[config.mk]
export PLATFORM = sky130hd
export DESIGN_NAME = clic_gateway_flat
export DESIGN_NICKNAME = d
export VERILOG_FILES = /design/src/rtl/clic_gateway_pkg.sv /design/src/rtl/clic_gateway_if.sv /design/src/rtl/clic_gateway_cell.sv /design/src/rtl/clic_gateway.sv /design/src/flat_wrapper.sv
export SDC_FILE = /design/constraint.sdc
export NUM_CORES = 1
export LEC_CHECK = 0
export ABC_AREA = 1
export ABC_CLOCK_PERIOD_IN_PS = 1300
export BUFFER_PORTS_ARGS = -buffer_cell sky130_fd_sc_hd__buf_2
export CAP_MARGIN = 30
export CORE_MARGIN = 2
export CORE_UTILIZATION = 50
export DETAILED_ROUTE_END_ITERATION = 10
export MAX_ROUTING_LAYER = met4
export PLACE_DENSITY = 0.86
export SLEW_MARGIN = 20
export SYNTH_ARGS = -nofsm -noshare
export SYNTH_HDL_FRONTEND = slang
export SYNTH_SLANG_ARGS = --single-unit
[constraint.sdc]
create_clock -name clk_i -period 1.3 [get_ports clk_i]
set_input_delay 0.065 -clock clk_i [delete_from_list [all_inputs] [get_ports clk_i]]
set_output_delay 0.065 -clock clk_i [all_outputs]
set_load 0.02 [all_outputs]
[src/rtl/clic_gateway_pkg.sv]
// Shared types, trigger encodings and the pending-bit next-state rule for the CLIC gateway.
// Optional input synchronizer is enabled with `define CLIC_GATEWAY_SYNC_EN.
package clic_gateway_pkg;

   typedef struct packed {
      logic neg;
      logic edge_en;
   } trig_t;

   localparam logic [1:0] TRIG_LEVEL_POS = 2'b00;
   localparam logic [1:0] TRIG_EDGE_POS  = 2'b01;
   localparam logic [1:0] TRIG_LEVEL_NEG = 2'b10;
   localparam logic [1:0] TRIG_EDGE_NEG  = 2'b11;

   // Edge mode priority: event sets, then claim clears, then software write, else hold.
   function automatic logic gw_pend_next(
      input trig_t trig,
      input logic  irq,
      input logic  prev,
      input logic  ack_hit,
      input logic  sw_we,
      input logic  sw_wd,
      input logic  pend
   );
      logic evt;
      logic nxt;
      evt = trig.neg ? (~irq & prev) : (irq & ~prev);
      if (!trig.edge_en) begin
         nxt = irq ^ trig.neg;
      end else if (evt) begin
         nxt = 1'b1;
      end else if (ack_hit) begin
         nxt = 1'b0;
      end else if (sw_we) begin
         nxt = sw_wd;
      end else begin
         nxt = pend;
      end
      return nxt;
   endfunction

endpackage

[src/rtl/clic_gateway_if.sv]
// Bundle of raw lines, trigger attributes, software/claim traffic and pending outputs
// between the interrupt sources / register file / core and the CLIC gateway.
interface clic_gateway_if #(
   parameter int N_SOURCE = 32,
   parameter int ID_W     = $clog2(N_SOURCE)
);
   logic [N_SOURCE-1:0]   irq_i;
   logic [2*N_SOURCE-1:0] trig_i;
   logic [N_SOURCE-1:0]   ip_sw_we_i;
   logic [N_SOURCE-1:0]   ip_sw_wd_i;
   logic                  ack_i;
   logic [ID_W-1:0]       ack_id_i;
   logic [N_SOURCE-1:0]   ip_o;
   logic [N_SOURCE-1:0]   ip_de_o;
   logic [N_SOURCE-1:0]   ip_d_o;

   modport master (
      output irq_i, trig_i, ip_sw_we_i, ip_sw_wd_i, ack_i, ack_id_i,
      input  ip_o, ip_de_o, ip_d_o
   );

   modport slave (
      input  irq_i, trig_i, ip_sw_we_i, ip_sw_wd_i, ack_i, ack_id_i,
      output ip_o, ip_de_o, ip_d_o
   );
endinterface

[src/rtl/clic_gateway_cell.sv]
// One gateway source: optional 2-flop synchronizer (CLIC_GATEWAY_SYNC_EN), raw-level history,
// pending bit and registered register-file update strobe.
module clic_gateway_cell
   import clic_gateway_pkg::*;
(
   input  logic  clk_i,
   input  logic  rst_i,
   input  logic  irq_i,
   input  trig_t trig_i,
   input  logic  sw_we_i,
   input  logic  sw_wd_i,
   input  logic  ack_hit_i,
   output logic  pend_o,
   output logic  de_o
);
   logic irq_s;
   logic prev_q, prev_d;
   logic pend_q, pend_d;
   logic de_q, de_d;

`ifdef CLIC_GATEWAY_SYNC_EN
   logic sync1_q, sync1_d;
   logic sync2_q, sync2_d;

   always_comb begin
      sync1_d = irq_i;
      sync2_d = sync1_q;
   end

   always_ff @(posedge clk_i) begin
      if (rst_i) begin
         sync1_q <= 1'b0;
         sync2_q <= 1'b0;
      end else begin
         sync1_q <= sync1_d;
         sync2_q <= sync2_d;
      end
   end

   assign irq_s = sync2_q;
`else
   assign irq_s = irq_i;
`endif

   // prev_q tracks the raw level so a trigger change alone never fabricates an edge.
   always_comb begin
      prev_d = irq_s;
      pend_d = gw_pend_next(trig_i, irq_s, prev_q, ack_hit_i, sw_we_i, sw_wd_i, pend_q);
      de_d   = pend_d ^ pend_q;
   end

   always_ff @(posedge clk_i) begin
      if (rst_i) begin
         prev_q <= 1'b0;
         pend_q <= 1'b0;
         de_q   <= 1'b0;
      end else begin
         prev_q <= prev_d;
         pend_q <= pend_d;
         de_q   <= de_d;
      end
   end

   assign pend_o = pend_q;
   assign de_o   = de_q;

endmodule

[src/rtl/clic_gateway.sv]
// CLIC interrupt gateway: per-source trigger conditioning and pending-state ownership.
// Define CLIC_GATEWAY_SYNC_EN to insert a 2-flop synchronizer on every irq line.
module clic_gateway
   import clic_gateway_pkg::*;
#(
   parameter int N_SOURCE = 32,
   parameter int ID_W     = $clog2(N_SOURCE)
) (
   input  logic           clk_i,
   input  logic           rst_i,
   clic_gateway_if.slave  gw
);
   logic [N_SOURCE-1:0] ack_hit;
   logic [N_SOURCE-1:0] pend;
   logic [N_SOURCE-1:0] de;

   // Ids at or above N_SOURCE never match any index and are therefore ignored.
   always_comb begin
      ack_hit = '0;
      for (int i = 0; i < N_SOURCE; i++) begin
         ack_hit[i] = gw.ack_i && (gw.ack_id_i == ID_W'(i));
      end
   end

   for (genvar g = 0; g < N_SOURCE; g++) begin : g_cell
      clic_gateway_cell u_cell (
         .clk_i     (clk_i),
         .rst_i     (rst_i),
         .irq_i     (gw.irq_i[g]),
         .trig_i    (trig_t'(gw.trig_i[2*g +: 2])),
         .sw_we_i   (gw.ip_sw_we_i[g]),
         .sw_wd_i   (gw.ip_sw_wd_i[g]),
         .ack_hit_i (ack_hit[g]),
         .pend_o    (pend[g]),
         .de_o      (de[g])
      );
   end

   assign gw.ip_o    = pend;
   assign gw.ip_d_o  = pend;
   assign gw.ip_de_o = de;

endmodule
[src/flat_wrapper.sv]
// flat-port wrapper written by rule: the top's interface ports become plain ports
module clic_gateway_flat import clic_gateway_pkg::*;
#(
   parameter int N_SOURCE = 32,
   parameter int ID_W     = $clog2(N_SOURCE)
)
  (clk_i, rst_i, gw_irq_i, gw_trig_i, gw_ip_sw_we_i, gw_ip_sw_wd_i, gw_ack_i, gw_ack_id_i, gw_ip_o, gw_ip_de_o, gw_ip_d_o);
  clic_gateway_if #(.N_SOURCE(N_SOURCE), .ID_W(ID_W)) gw_i ();
  input  logic clk_i;
  input  logic rst_i;
  input wire logic [$bits(gw_i.irq_i)-1:0] gw_irq_i;
  input wire logic [$bits(gw_i.trig_i)-1:0] gw_trig_i;
  input wire logic [$bits(gw_i.ip_sw_we_i)-1:0] gw_ip_sw_we_i;
  input wire logic [$bits(gw_i.ip_sw_wd_i)-1:0] gw_ip_sw_wd_i;
  input wire logic [$bits(gw_i.ack_i)-1:0] gw_ack_i;
  input wire logic [$bits(gw_i.ack_id_i)-1:0] gw_ack_id_i;
  output wire logic [$bits(gw_i.ip_o)-1:0] gw_ip_o;
  output wire logic [$bits(gw_i.ip_de_o)-1:0] gw_ip_de_o;
  output wire logic [$bits(gw_i.ip_d_o)-1:0] gw_ip_d_o;
  assign gw_i.irq_i = gw_irq_i;
  assign gw_i.trig_i = gw_trig_i;
  assign gw_i.ip_sw_we_i = gw_ip_sw_we_i;
  assign gw_i.ip_sw_wd_i = gw_ip_sw_wd_i;
  assign gw_i.ack_i = gw_ack_i;
  assign gw_i.ack_id_i = gw_ack_id_i;
  assign gw_ip_o = gw_i.ip_o;
  assign gw_ip_de_o = gw_i.ip_de_o;
  assign gw_ip_d_o = gw_i.ip_d_o;
  clic_gateway #(.N_SOURCE(N_SOURCE), .ID_W(ID_W)) u_core (.clk_i(clk_i), .rst_i(rst_i), .gw(gw_i));
endmodule
* After elaboration in Yosys (flattened, before gate mapping)
Index checks and enable logic that the tools add are counted. W data, S select, Z words.
Storage, ports and cells: flip-flop bits (word level) 96, input port bits 168, output and inout bits 96, word-level logic and storage cells 512
Operators by class: equal/unequal tests 31, multiplexer cells 160, bitwise logic cells 192, reduce and logical (&&, ||, !) cells 33
Operators by type and width (count):
- $mux W1 | 160
- $eq A5 B5 Y1 const B | 16
- $and A1 B1 Y1 | 64
- $not A1 Y1 | 64
- $xor A1 B1 Y1 | 64
- $eq A5 B4 Y1 const B | 8
- $logic_and A1 B1 Y1 | 32
- $eq A5 B3 Y1 const B | 4
- $eq A5 B2 Y1 const B | 2
- $eq A5 B1 Y1 const B | 1
- $logic_not A5 Y1 | 1

* Longest topological paths before layout
word-level depth 6, gate-level depth with buffers 9, depth with buffers taken out 9

* Modules after synthesis
Synthesis repeated with hierarchy kept, for this count alone.
Second synthesis, totals: cell total of the unflattened synthesis 1027, area, all modules 6112.1 um^2
By module, submodules not included:
- clic_gateway_cell | times used 32, cells each 29, area each 175.2 um^2
- clic_gateway | times used 1, cells each 99, area each 506.7 um^2

* Least setup slack after synthesis
Ideal clock, no wire load.
kind register to register, start register u_core.g_cell[10].u_cell.pend_q, end register u_core.g_cell[10].u_cell.de_q, setup time 0.113 ns, data arrival time 0.782 ns, data required time 1.187 ns, slack 0.405 ns, cell stages (with the launch flop) 8, path buffers 0, period minus slack after synthesis 0.895 ns, path through dfxtp_1 > nand2_1 > a21oi_1 > nand2_1 > nand2_1 > nand2_1 > nand2_1 > nor2_1
Between the ends: word-level cells in the longest chain between the ends 5
Ends and longest elaborated chain:
- from (decl) | RTL line clic_gateway_cell.sv:18 | logic pend_q, pend_d;
- from (signal assigned) | RTL line clic_gateway_cell.sv:59 | pend_q <= pend_d;
- $mux W1 | RTL line clic_gateway_pkg.sv:34 | end else if (sw_we) begin
- $mux W1 | RTL line clic_gateway_pkg.sv:32 | end else if (ack_hit) begin
- $mux W1 | RTL line clic_gateway_pkg.sv:30 | end else if (evt) begin
- $mux W1 | RTL line clic_gateway_pkg.sv:28 | if (!trig.edge_en) begin
- $xor A1 B1 Y1 (*) | RTL line clic_gateway_cell.sv:49 | de_d = pend_d ^ pend_q;
- to (signal assigned) | RTL line clic_gateway_cell.sv:56 | de_q <= 1'b0;
- to (signal assigned) | RTL line clic_gateway_cell.sv:60 | de_q <= de_d;
- to (decl) | RTL line clic_gateway_cell.sv:19 | logic de_q, de_d;
Every way passes the cells marked *; elsewhere a longest branch is shown, timed or not. A chain may end at the register's enable or synchronous reset.

* Final worst setup path
start register u_core.g_cell[25].u_cell.pend_q, end register u_core.g_cell[25].u_cell.de_q
Between the ends: word-level cells in the longest chain between the ends 5
Ends and longest elaborated chain (RTL line):
- from (decl) | clic_gateway_cell.sv:18
- from (signal assigned) | clic_gateway_cell.sv:59
- $mux W1 | clic_gateway_pkg.sv:34
- $mux W1 | clic_gateway_pkg.sv:32
- $mux W1 | clic_gateway_pkg.sv:30
- $mux W1 | clic_gateway_pkg.sv:28
- $xor A1 B1 Y1 (*) | clic_gateway_cell.sv:49
- to (signal assigned) | clic_gateway_cell.sv:56
- to (signal assigned) | clic_gateway_cell.sv:60
- to (decl) | clic_gateway_cell.sv:19
Marked as above.

==> results.tsv <==
stage	metric	value	unit
floorplanning	Die ar.	0.0123	mm2
grt	largest net degree at the start of global routing	64	
floorplanning	number of I/O pins	264	
timing	Final WS setup	0.209	ns
timing	Worst Max-Slew Pin Slew	0.379	ns
cts	clock root cell	clkbuf_16	
worst_setup_path	most used cell, CP	nand2_1	
synth	Ys Warns	0	
worst_setup_path	WP data arrival	1.32	ns
detailed_routing	DR pass1 iterations	5	
timing	minimum clock period	1.09	ns
detailed_routing	post-DR vias/cell	4.60	
synth	Yosys top cell area share	0.335	
worst_setup_path	CP cell instances	nand2_1, a21oi_1, nand2_1, nand2_1, nand2_1, nand2_1, nor2_1	
finish	Ant. Diodes	0	
cts	total CTS buffers	9	
synth	Yosys cell types	13	
synth	syn avg cell area	5.92	um2
detailed_routing	Post-route DRC	0	
floorplanning	Die Ht	111	um
cts	Clock transition at path regs	0.06	ns
timing	Slew Viols, Final	0	
job	max cap viols	0	
timing	Max transition margin	0.747	
finish	footprint of the multi-input gates	0.00239	mm2
worst_setup_path	Critical Path RT	1.53	ns
synth	Area contributors post-synth	dfxtp_1 (34%), nand2_1 (22%), buf_4 (13%)	
synth	Post-Synthesis Cells	968	
power_and_ir_drop	VDD IR-drop max	0.000750	V
grt	vias in the first global route	5730	
worst_setup_path	CP Capture Type	register	
placed_design	gp weighted congestion	0.835	
timing	Worst Hold Slack	0.00817	ns
timing	f_max	0.917	GHz
finish	Final nets	1347	
hold_path	worst min path class	primary input to register	
cts	cts repair resizes	0	
finish	share of layout cells above drive strength 1	0.247	
worst_setup_path	CP max-delay cell	dfxtp_1	
grt	GRT Overall Usage	0.260	
finish	Final Instance Count excl. Fillers	1325	
placed_design	dpl ws	0.116	ns
worst_setup_path	Crit Path Max Fanout	5	
cts	worst-case clock buffer depth	2	
floorplanning	core footprint	0.0113	mm2
synth	FF+latch count, synth	96	
grt	initial antenna violation count	0	
detailed_routing	routed len/inst	11.8	um
placed_design	Detail Placement HPWL	11500	um
finish	fillers	1086	
timing	Hold Vio Cnt, Final	0	
finish	synthesis-to-layout area growth	25.0	%
detailed_routing	final WL	15600	um
synth	Mapped Area	0.00573	mm2
status	status	completed	
timing	count of final setup violators	0	
finish	register area	0.00192	mm2
detailed_routing	Vias	6100	
placed_design	port buffer count	263	
finish	commonest non-fill, non-tap cell in the layout	nand2_1	
timing	setup TNS	0	ns
power_and_ir_drop	Pleak	4.29	nW
cts	# clock sinks	96	
grt	first-pass GRT wire length	25200	um
cts	H-tree depth	3	
floorplanning	Die W	111	um
power_and_ir_drop	Pwr Density	1080	mW/mm2
floorplanning	initial core utilization	0.506	
timing	final period utilization	0.839	
detailed_routing	post-route ant nets	0	
worst_setup_path	Startpoint Class	register	
synth	share of the yosys chip area belonging to registers	0.335	
cts	Clock Latency Late Sink	0.34	ns
detailed_routing	number of DRC markers in iteration 0	244	
placed_design	placed cells	1279	
finish	commonest non-fill, non-tap cells in the layout	nand2_1 (337), buf_2 (263), inv_1 (169), nor2_1 (136), dfxtp_1 (96)	
timing	clock skew	0.00329	ns
worst_setup_path	WS Path Type	register to register	
synth	Mapped Nets	1136	
worst_setup_path	Max stage delay on crit path	0.40	ns
timing	RSZ-0062 raised after global routing	false	
synth	Synth area leader	dfxtp_1	
floorplanning	Cell Rows	39	
grt	grt ovf	0	
cts	CTS tree	built	
-- repair_timing --
action                    CTS  global route
hold endpoints to repair   32             0
hold buffers               32             0
setup buffers               0             0
-- worst paths after layout --
check	start	end	slack [ns]	cells after the start
setup reg to reg	u_core.g_cell[25].u_cell.pend_o	u_core.g_cell[25].u_cell.de_o	0.21	7
hold reg to reg	u_core.g_cell[30].u_cell.pend_o	u_core.g_cell[30].u_cell.de_o	0.53	2
hold / removal	gw_irq_i[14]	u_core.g_cell[14].u_cell.prev_q	0.008	3
setup / recovery	u_core.g_cell[25].u_cell.pend_o	u_core.g_cell[25].u_cell.de_o	0.21	7
-- power breakdown --
part | total (W) | internal [W] | switching, W
logic | 0.00191 | 0.000754 | 0.00115
registers | 0.00332 | 0.00318 | 0.000144
clock network | 0.00249 | 0.00144 | 0.00106
-- metal layers --
layer	track usage	share of wire
met1	0.282	0.42
met3	0.0459	0.058
met2	0.464	0.50
met5	-	0
met4	0.116	0.026
-- cells by family (layout without fill, tap and decap cells) --
group,Yosys count,count (layout),share of synthesized area
compound gates,64,64,0.0559
simple gates,530,530,0.361
flops,96,96,0.335
buf+inv,278,492,0.247
-- worst max-delay path, delay by kind of cell (launching register included) --
kind / cells / cell delay [ns]
simple gates: 6 / 0.41
flops: 1 / 0.40
compound gates: 1 / 0.17
-- sequential cells by signal (all words and copies together) (netlist names) --
name,cells
u_core.g_cell.u_cell.de_o,32
u_core.g_cell.u_cell.pend_o,32
u_core.g_cell.u_cell.prev_q,32
-- synth_stat cells --
cell type / number
a21oi_1: 64
buf_1: 4
buf_2: 2
buf_4: 99
clkbuf_1: 3
dfxtp_1: 96
inv_1: 169
inv_2: 1
nand2_1: 337
nand3_1: 54
nor2_1: 136
nor2_2: 2
nor2_4: 1
-- metrics by stage --
step	utilization	cell area, um2	total power [W]
2_1_floorplan	-	5730	0.00478
5_1_grt	0.633	7160	0.00815
6_report	0.633	7160	0.00773
4_1_cts	0.633	7160	0.00777
3_5_place_dp	0.580	6570	0.00520
3_3_place_gp	0.580	6570	0.00516
-- cell type report --
class / count / share of cell area
Tap cell: 143 / 0.0250
Sequential cell: 96 / 0.268
Multi-Input combinational cell: 594 / 0.334
Inverter: 170 / 0.0891
Timing Repair Buffer: 308 / 0.246
Clock buffer: 14 / 0.0383
Power figures use the tool's default switching activity.
